[config.mk]
export PLATFORM = sky130hd
export DESIGN_NAME = seq_event_logger
export DESIGN_NICKNAME = d
export VERILOG_FILES = /design/src/rtl/seq_logger_pkg.sv /design/src/rtl/seq_event_fifo.sv /design/src/rtl/seq_event_logger.sv
export SDC_FILE = /design/constraint.sdc
export NUM_CORES = 1
export LEC_CHECK = 0
export CORE_AREA = 2 2 121 123
export CTS_BUF_LIST = sky130_fd_sc_hd__clkbuf_4 sky130_fd_sc_hd__clkbuf_8 sky130_fd_sc_hd__clkbuf_16
export DETAILED_ROUTE_END_ITERATION = 6
export DIE_AREA = 0 0 123 125
export PLACE_DENSITY = 0.73
export RECOVER_POWER = 100
export SETUP_SLACK_MARGIN = 0.1
export SLEW_MARGIN = 10
export SYNTH_ARGS = -nofsm -noshare
export SYNTH_HDL_FRONTEND = slang
export SYNTH_HIERARCHICAL = 1
export SYNTH_SLANG_ARGS = --single-unit
[constraint.sdc]
create_clock -name clk -period 4.9 [get_ports clk]
set_input_delay 1.47 -clock clk [delete_from_list [all_inputs] [get_ports clk]]
set_output_delay 1.47 -clock clk [all_outputs]
set_load 0.005 [all_outputs]
[src/rtl/seq_logger_pkg.sv]
// seq_logger_pkg: shared defaults and record layout for the sequence event logger.
//   TS_W_DEF / ID_W_DEF / DEPTH_DEF : default timestamp width, ID width, FIFO depth
//   DROP_CNT_W                      : width of the optional saturating drop counter
//   evt_rec_t                       : packed {id, timestamp} record at default widths
package seq_logger_pkg;
   localparam int TS_W_DEF   = 16;
   localparam int ID_W_DEF   = 8;
   localparam int DEPTH_DEF  = 4;
   localparam int DROP_CNT_W = 16;

   typedef struct packed {
      logic [ID_W_DEF-1:0] id;
      logic [TS_W_DEF-1:0] timestamp;
   } evt_rec_t;
endpackage

[src/rtl/seq_event_fifo.sv]
// seq_event_fifo: synchronous first-word fall-through FIFO with registered storage.
//   clk, reset_n (async, active-low), clear (sync flush)
//   push/wdata : write request; accepted when not full or when a pop happens together
//   pop        : read request; ignored while empty
//   rdata      : head entry, valid whenever empty=0
//   full/empty/level : occupancy status
module seq_event_fifo #(
   parameter int W     = 24,
   parameter int DEPTH = 4,
   localparam int AW    = $clog2(DEPTH),
   localparam int LVL_W = $clog2(DEPTH) + 1
) (
   input  logic             clk,
   input  logic             reset_n,
   input  logic             clear,
   input  logic             push,
   input  logic [W-1:0]     wdata,
   input  logic             pop,
   output logic [W-1:0]     rdata,
   output logic             full,
   output logic             empty,
   output logic [LVL_W-1:0] level
);
   logic [W-1:0]  mem [DEPTH];
   logic [AW-1:0] wr_ptr, rd_ptr;
   logic          do_push, do_pop;

   assign empty   = (level == '0);
   assign full    = (level == LVL_W'(DEPTH));
   assign do_pop  = pop & ~empty;
   // A pop in the same cycle frees the slot the push needs, even when full.
   assign do_push = push & (~full | do_pop);
   assign rdata   = mem[rd_ptr];

   // Storage is zeroed on reset so the head reads 0 while empty after reset.
   always_ff @(posedge clk or negedge reset_n) begin
      if (!reset_n) begin
         for (int i = 0; i < DEPTH; i++) mem[i] <= '0;
      end else if (do_push && !clear) begin
         mem[wr_ptr] <= wdata;
      end
   end

   always_ff @(posedge clk or negedge reset_n) begin
      if (!reset_n) begin
         wr_ptr <= '0;
         rd_ptr <= '0;
         level  <= '0;
      end else if (clear) begin
         wr_ptr <= '0;
         rd_ptr <= '0;
         level  <= '0;
      end else begin
         if (do_push) wr_ptr <= wr_ptr + 1'b1;
         if (do_pop)  rd_ptr <= rd_ptr + 1'b1;
         case ({do_push, do_pop})
            2'b10:   level <= level + 1'b1;
            2'b01:   level <= level - 1'b1;
            default: level <= level;
         endcase
      end
   end
endmodule

[src/rtl/seq_event_logger.sv]
// seq_event_logger: timestamps and numbers each sequence_found strobe and queues
// the records in a small FWFT FIFO drained over valid/ready.
//   clk, reset_n (async, active-low), clear (sync flush, highest priority)
//   sequence_found : one event per high cycle
//   evt_valid/evt_ready, evt_timestamp, evt_id : head-of-queue handshake and data
//   fifo_level     : occupied entries
//   overflow       : sticky, an event was dropped because the queue was full
//   drop_count     : saturating dropped-event count, present only with
//                    SEQ_EVENT_DROP_CNT_EN defined
module seq_event_logger
   import seq_logger_pkg::*;
#(
   parameter int TS_W  = TS_W_DEF,
   parameter int DEPTH = DEPTH_DEF,
   parameter int ID_W  = ID_W_DEF
) (
   input  logic                       clk,
   input  logic                       reset_n,
   input  logic                       clear,
   input  logic                       sequence_found,
   output logic                       evt_valid,
   input  logic                       evt_ready,
   output logic [TS_W-1:0]            evt_timestamp,
   output logic [ID_W-1:0]            evt_id,
   output logic [$clog2(DEPTH):0]     fifo_level,
   output logic                       overflow
`ifdef SEQ_EVENT_DROP_CNT_EN
   ,output logic [DROP_CNT_W-1:0]     drop_count
`endif
);
   typedef struct packed {
      logic [ID_W-1:0] id;
      logic [TS_W-1:0] timestamp;
   } rec_t;

   rec_t            wr_rec, rd_rec;
   logic [TS_W-1:0] ts_q;
   logic [ID_W-1:0] id_q;
   logic            fifo_full, fifo_empty;
   logic            push, pop, drop;

   // clear voids any coincident event and pop.
   assign push = sequence_found & ~clear;
   assign pop  = ~fifo_empty & evt_ready & ~clear;
   assign drop = push & fifo_full & ~pop;

   assign wr_rec.id        = id_q;
   assign wr_rec.timestamp = ts_q;

   seq_event_fifo #(.W(ID_W + TS_W), .DEPTH(DEPTH)) u_fifo (
      .clk     (clk),
      .reset_n (reset_n),
      .clear   (clear),
      .push    (push),
      .wdata   (wr_rec),
      .pop     (pop),
      .rdata   (rd_rec),
      .full    (fifo_full),
      .empty   (fifo_empty),
      .level   (fifo_level)
   );

   assign evt_valid     = ~fifo_empty;
   assign evt_timestamp = rd_rec.timestamp;
   assign evt_id        = rd_rec.id;

   // The ID advances on dropped events too, so consumers see gaps.
   always_ff @(posedge clk or negedge reset_n) begin
      if (!reset_n) begin
         ts_q     <= '0;
         id_q     <= '0;
         overflow <= 1'b0;
      end else if (clear) begin
         ts_q     <= '0;
         id_q     <= '0;
         overflow <= 1'b0;
      end else begin
         ts_q <= ts_q + 1'b1;
         if (push) id_q <= id_q + 1'b1;
         if (drop) overflow <= 1'b1;
      end
   end

`ifdef SEQ_EVENT_DROP_CNT_EN
   always_ff @(posedge clk or negedge reset_n) begin
      if (!reset_n)                    drop_count <= '0;
      else if (clear)                  drop_count <= '0;
      else if (drop && drop_count != '1) drop_count <= drop_count + 1'b1;
   end
`endif
endmodule
==> out/metrics.cfg, run 1 <==
[outcome]
run_status = finished with violations
violations_in_the_final_reports = max-capacitance violations, max-slew violations

[sta]
rsz0062_at_grt = no
finClkSkew_ns = 0.00882
final_hold_viol_count = 0
maxSlewHeadroom = -0.187
fmax_mhz = 238
final-max-slew-violation-count = 107
layout_worst_path_cycle_share = 0.856
finalSetupTns_ns = 0
max_slew.worst_pin.slew_ns = 1.78
final-setup-viol-count = 0
finalCriticalPeriod_ns = 4.19

[clock_network]
clk_root_buffer_cell = sky130_fd_sc_hd__clkbuf_16
clock_latency_ns = 0.42
sink_count_of_the_clock_tree = 128
clk_pin_slew_ns = 0.06
postCtsHoldBufs = 0
postCtsSetupBuffers = 0
number_of_buffers_inserted_during_clock_tree_synthesis = 17
ctsHtreeMaxLevel = 4
cts.repair.resized = 0
cts_tree = done
max-clock-path-buffers = 2

[die]
dieArea_um2 = 15400
start_util = 0.439
die_height_um = 125
die_w_um = 123
ioPinCount = 34
floorplan.rows = 44
core_area_um2 = 14200

[yosys]
synth_area_leader_cell = sky130_fd_sc_hd__dfrtp_1
synth-seq-area-share = 0.514
synthCells = 417
synth_edf_count = 0
netlist.area_leader.share = 0.514
yosysWarningCount = 6
ys_async_sr_fraction = 1.00
post_synth_num_cell_types = 41
ys_dominant_reg_cell = sky130_fd_sc_hd__dfrtp_1
mean_instance_size_in_the_synthesized_netlist_um2 = 14.9
synthesis.area_um2 = 6230
postSynthNetCount = 429
post_synth_main_area_contributors = sky130_fd_sc_hd__dfrtp_1, sky130_fd_sc_hd__mux2_4, sky130_fd_sc_hd__mux4_2
yosys_register_bits = 128

[detailed_routing]
ant_nets = 0
wl_per_cell_um = 18.4
dr.pass1.iters = 4
remaining_drc_errors = 0
routed_wl_um = 12000
vias = 3577
viasPerCell = 5.47
drt-initial-drc-count = 156

[power_and_ir_drop]
peakVddDrop_mv = 0.248
cell_leakage_power_nw = 3.30
p_seq_frac = 0.447
internal_power_mw = 1.91
sw_frac_of_total = 0.228
p_sw_mw = 0.564
combinationalPowerShare = 0.046
p_clk_frac = 0.506
p_per_area_nw_per_um2 = 350

[run]
maxCapViolCount = 2

[final_layout]
combined_area_of_the_multi_input_logic_cells_um2 = 2620
design.final.nets = 469
synth_to_final_area_change_pct = 13.5
mostFrequentLayoutCells = sky130_fd_sc_hd__dfrtp_1, sky130_fd_sc_hd__mux2_1, sky130_fd_sc_hd__mux2_2
antenna_cells = 0
mostFrequentLayoutCell = sky130_fd_sc_hd__dfrtp_1
layout-drive-gt1-share = 0.240
num-fill-cells = 1217
area.sequential_um2 = 3200
finalInstanceArea_um2 = 7070

[worst_setup_path]
worstSetupEndpointType = output port
worst-path-max-fanout = 11
critPathMaxStageDelay_ns = 0.76
start_kind = flip-flop
critical_path.cell_chain = clkbuf_1 > mux4_2 > dlygate4sd3_1
cp.required_ns = 3.43
timing.critical_path.arrival_ns = 2.72
critical-path-slowest-cell = sky130_fd_sc_hd__clkbuf_1
setup.worst_path.class = flip-flop to output port
crit_family = buffers and inverters
critical_path_buf_inv_count = 2

[grt]
grt_start_max_net_pins = 69
initial_antenna_violation_count = 0
grt_pass1_vias = 3773
grt_pass1_wl_um = 20300
gr-total-overflow = 0
globalRouteTotalUtil = 0.172

[place]
place_area_um2 = 6770
post_detailed_placement_half_perimeter_wirelength_um = 7770
number_of_buffers_inserted_by_port_buffering = 33
routabilityCongestion = 0.787

[worst_hold_path]
min_delay_path_class = flip-flop to flip-flop

logic make-up after synthesis:
| logic type | Yosys count | share of synthesized area |
|---|---|---|
| adder cells (fa/ha/maj) | 7 | 0.0153 |
| buffers and inverters | 34 | 0.0352 |
| AND/OR/NAND/NOR | 79 | 0.0755 |
| multiplexers | 127 | 0.315 |
| AO/OA/AOI/OAI | 31 | 0.0295 |
| XOR/XNOR | 11 | 0.0155 |
| flip-flops | 128 | 0.514 |
registers in the layout, indices dropped and copies added (netlist names):
name           cells
u_fifo/rd_ptr      2
u_fifo/level       3
id_q               8
ts_q              16
overflow           1
u_fifo/wr_ptr      2
u_fifo/mem        96
cells in the mapped netlist (all sizes together), types with 2 or more instances:
| master | n |
|---|---|
| mux2 | 101 |
| nor4bb | 4 |
| ha | 6 |
| buf | 23 |
| mux4 | 24 |
| nor2b | 7 |
| xnor2 | 4 |
| or3 | 8 |
| nand4 | 7 |
| o2111ai | 2 |
| inv | 6 |
| clkbuf | 5 |
| o21ai | 8 |
| xor2 | 7 |
| nor2 | 22 |
| a21oi | 12 |
| a31oi | 2 |
| mux2i | 2 |
| o31ai | 4 |
| or4 | 3 |
| nand3 | 8 |
| nand2 | 8 |
| nand2b | 3 |
| dfrtp | 128 |
| nor4 | 4 |
final cells by class:
cell class	instances	area share
inverter	6	0.00319
tap	184	0.0326
sequential	128	0.453
timing repair buffer	49	0.0559
clock buffer	18	0.0621
multi-input combinational	255	0.371
clock inverter	14	0.0220
metal layers:
layer,track usage,up-vias,wire [µm]
met5,0,-,0
met4,0.0588,0,157
met3,0.0488,16,445
met2,0.268,62,6070
met1,0.232,1881,5340
li1,-,1618,-
power by group through the flow:
stage                     registers, mW  clock network (mW)  logic, mW
final                              1.11                1.25      0.114
after global routing               1.11                1.33      0.128
after CTS                          1.11                1.27      0.132
after detailed placement           1.13                   0      0.131
after global placement             1.12                   0      0.128
after floorplan                    1.12                   0     0.0734
final timing paths:
| check | from | to | slack [ns] | cells after the start |
|---|---|---|---|---|
| max | u_fifo/rd_ptr[0]$_DFFE_PN0P_ | evt_timestamp[11] | 0.71 | 3 |
| max in group asynchronous | reset_n | u_fifo/mem[94]$_DFFE_PN0P_ | 1.60 | 2 |
| max reg2reg | u_fifo/level[0]$_DFFE_PN0P_ | u_fifo/mem[52]$_DFFE_PN0P_ | 1.54 | 8 |
| min in group asynchronous | reset_n | u_fifo/mem[4]$_DFFE_PN0P_ | 1.49 | 1 |
| min | u_fifo/mem[78]$_DFFE_PN0P_ | u_fifo/mem[78]$_DFFE_PN0P_ | 0.48 | 1 |
| min reg2reg | u_fifo/mem[78]$_DFFE_PN0P_ | u_fifo/mem[78]$_DFFE_PN0P_ | 0.48 | 1 |
metrics by stage:
stage	power (mW)	std cells	hold WS (ns)	worst slack [ns]	utilization
after floorplan	1.19	417	0.475	1.08	-
after global placement	1.25	622	0.484	0.839	0.476
after detailed placement	1.26	622	0.490	0.762	0.476
after CTS	2.51	654	0.506	1.20	0.518
after global routing	2.57	654	0.503	0.538	0.498
final	2.47	654	0.482	0.706	0.498
Note: power is estimated with default switching activity, not from simulation.
==> run 2: changes to the inputs <==
--- a/config.mk
+++ b/config.mk
@@ -5,10 +5,10 @@
 export SDC_FILE = /design/constraint.sdc
 export NUM_CORES = 1
 export LEC_CHECK = 0
-export CORE_AREA = 2 2 121 123
+export CORE_AREA = 5 5 124 126
 export CTS_BUF_LIST = sky130_fd_sc_hd__clkbuf_4 sky130_fd_sc_hd__clkbuf_8 sky130_fd_sc_hd__clkbuf_16
 export DETAILED_ROUTE_END_ITERATION = 6
-export DIE_AREA = 0 0 123 125
+export DIE_AREA = 0 0 129 131
 export PLACE_DENSITY = 0.73
 export RECOVER_POWER = 100
 export SETUP_SLACK_MARGIN = 0.1
==> run 2 against run 1 <==
The run still ends with max-capacitance violations, max-slew violations left. Clock-buffer cell count up 1. Combinational power about the same. Core utilization up 0.13 points. Critical path type unchanged. Largest power group unchanged.
==> out/metrics.cfg, run 2 (synthesized netlist as in run 1, its figures left out) <==
[final_layout]
layout-drive-gt1-share = 0.252  ; was 0.240
mostFrequentLayoutCells = sky130_fd_sc_hd__dfrtp_1, sky130_fd_sc_hd__mux2_1, sky130_fd_sc_hd__mux2_2  ; unchanged
num-fill-cells = 1213  ; was 1217
combined_area_of_the_multi_input_logic_cells_um2 = 2620  ; about the same
mostFrequentLayoutCell = sky130_fd_sc_hd__dfrtp_1  ; unchanged
area.sequential_um2 = 3200  ; about the same
max_reg_flops = 96  ; unchanged
synth_to_final_area_change_pct = 13.8  ; was 13.5%
design.final.nets = 467  ; was 469
finalInstanceArea_um2 = 7090  ; was 7070 µm²
registers.top_by_ff_count = u_fifo/mem  ; unchanged
antenna_cells = 0  ; unchanged
reg_top3 = u_fifo/mem x96, ts_q x16, id_q x8  ; unchanged

[detailed_routing]
routed_wl_um = 12100  ; was 12000 µm
vias = 3518  ; was 3577
drt-initial-drc-count = 247  ; was 156
ant_nets = 0  ; unchanged
viasPerCell = 5.40  ; was 5.47
dr.pass1.iters = 5  ; was 4
wl_per_cell_um = 18.6  ; was 18.4 µm
remaining_drc_errors = 0  ; unchanged

[clock_network]
clk_pin_slew_ns = 0.05  ; was 0.06 ns
postCtsHoldBufs = 0  ; unchanged
clk_root_buffer_cell = sky130_fd_sc_hd__clkbuf_16  ; unchanged
ctsHtreeMaxLevel = 4  ; unchanged
max-clock-path-buffers = 2  ; unchanged
sink_count_of_the_clock_tree = 128  ; unchanged
postCtsSetupBuffers = 0  ; unchanged
number_of_buffers_inserted_during_clock_tree_synthesis = 17  ; unchanged
cts.repair.resized = 0  ; unchanged
cts_tree = done  ; unchanged
clock_latency_ns = 0.41  ; was 0.42 ns

[place]
number_of_buffers_inserted_by_port_buffering = 33  ; unchanged
place_area_um2 = 6750  ; was 6770 µm²
routabilityCongestion = 0.730  ; was 0.787
post_detailed_placement_half_perimeter_wirelength_um = 7800  ; was 7770 µm

[die]
floorplan.rows = 44  ; unchanged
ioPinCount = 34  ; unchanged
start_util = 0.439  ; unchanged
dieArea_um2 = 16900  ; was 15400 µm²
die_height_um = 131  ; was 125 µm
die_w_um = 129  ; was 123 µm
core_area_um2 = 14200  ; unchanged

[sta]
rsz0062_at_grt = no  ; unchanged
finalSetupTns_ns = 0  ; unchanged
final_hold_viol_count = 0  ; unchanged
finalCriticalPeriod_ns = 4.29  ; was 4.19 ns
fmax_mhz = 233  ; was 238 MHz
maxSlewHeadroom = -0.121  ; was -0.187
max_slew.worst_pin.slew_ns = 1.68  ; was 1.78 ns
layout_worst_path_cycle_share = 0.876  ; was 0.856
final-max-slew-violation-count = 66  ; was 107
finClkSkew_ns = 0.00579  ; was 0.00882 ns
final-setup-viol-count = 0  ; unchanged

[grt]
gr-total-overflow = 0  ; unchanged
grt_pass1_wl_um = 20900  ; was 20300 µm
globalRouteTotalUtil = 0.160  ; was 0.172
initial_antenna_violation_count = 0  ; unchanged
grt_pass1_vias = 3764  ; was 3773
grt_start_max_net_pins = 66  ; was 69

[run]
maxCapViolCount = 2  ; unchanged

[power_and_ir_drop]
total_power_mw = 2.51  ; was 2.47 mW
peakVddDrop_mv = 0.253  ; was 0.248 mV
p_per_area_nw_per_um2 = 354  ; was 350 nW/µm²
cell_leakage_power_nw = 3.30  ; about the same

[worst_hold_path]
min_delay_path_class = flip-flop to flip-flop  ; unchanged

[worst_setup_path]
start_kind = flip-flop  ; unchanged
setup.worst_path.class = flip-flop to output port  ; unchanged
worst-path-max-fanout = 15  ; was 11
cp.required_ns = 3.43  ; about the same
worstSetupEndpointType = output port  ; unchanged
timing.critical_path.arrival_ns = 2.82  ; was 2.72 ns

[outcome]
violations_in_the_final_reports = max-capacitance violations, max-slew violations  ; unchanged
run_status = finished with violations  ; unchanged

-- run 2: cell count changes in the layout (fill, tap and decap cells not counted), moves of 2 or more --
| cell | previous run | this run |
|---|---|---|
| sky130_fd_sc_hd__buf_4 | 4 | 7 |
| sky130_fd_sc_hd__clkbuf_1 | 12 | 5 |
| sky130_fd_sc_hd__clkbuf_2 | 2 | 4 |
| sky130_fd_sc_hd__clkdlybuf4s50_1 | 2 | 5 |
| sky130_fd_sc_hd__clkinv_4 | 4 | 1 |
| sky130_fd_sc_hd__clkinvlp_4 | 2 | 6 |
| sky130_fd_sc_hd__dlygate4sd3_1 | 29 | 26 |
| sky130_fd_sc_hd__inv_6 | 4 | 1 |
-- run 2: cell type report --
class,instances,area share
Clock inverter,13,0.0230
Inverter,6,0.00318
Timing Repair Buffer,47,0.0567
Tap cell,184,0.0325
Clock buffer,19,0.0630
Sequential cell,128,0.452
Multi-Input combinational cell,255,0.369
-- run 2: layer usage --
| layer | wire length (µm) | track usage |
|---|---|---|
| met2 | 6120 | 0.252 |
| met3 | 450 | 0.0407 |
| met1 | 5450 | 0.219 |
| met5 | 0 | 0 |
| met4 | 121 | 0.0500 |
-- run 2: worst paths after layout --
kind / start / end / slack [ns] / cells past startpoint
worst min-delay path: u_fifo/mem[60]$_DFFE_PN0P_ / u_fifo/mem[60]$_DFFE_PN0P_ / 0.48 / 1
worst max register to register: u_fifo/level[0]$_DFFE_PN0P_ / u_fifo/mem[80]$_DFFE_PN0P_ / 1.82 / 8
max in group asynchronous: reset_n / u_fifo/mem[21]$_DFFE_PN0P_ / 1.33 / 2
worst max-delay path: u_fifo/rd_ptr[0]$_DFFE_PN0P_ / evt_timestamp[13] / 0.61 / 3
worst min register to register: u_fifo/mem[60]$_DFFE_PN0P_ / u_fifo/mem[60]$_DFFE_PN0P_ / 0.48 / 1
min in group asynchronous: reset_n / ts_q[2]$_DFF_PN0_ / 1.50 / 1
-- run 2: where the power goes --
part / total, mW / internal [mW] / switching [mW]
clock network: 1.29 / 0.818 / 0.468
logic: 0.115 / 0.0558 / 0.0592
registers: 1.11 / 1.08 / 0.0217
-- run 2: critical path, stage by stage (launching register included) --
cell	delay, ns
sky130_fd_sc_hd__dfrtp_2	0.72
sky130_fd_sc_hd__clkbuf_2	0.52
sky130_fd_sc_hd__mux4_2	0.58
sky130_fd_sc_hd__dlygate4sd3_1	0.59
-- run 2: through the flow --
step,hold slack [ns],setup slack [ns],cells,util
final,0.482,0.609,652,0.499
after global routing,0.502,0.382,652,0.499
after CTS,0.504,0.839,652,0.518
after detailed placement,0.490,0.868,620,0.475
after global placement,0.483,0.954,620,0.475
after floorplan,0.475,1.08,417,-
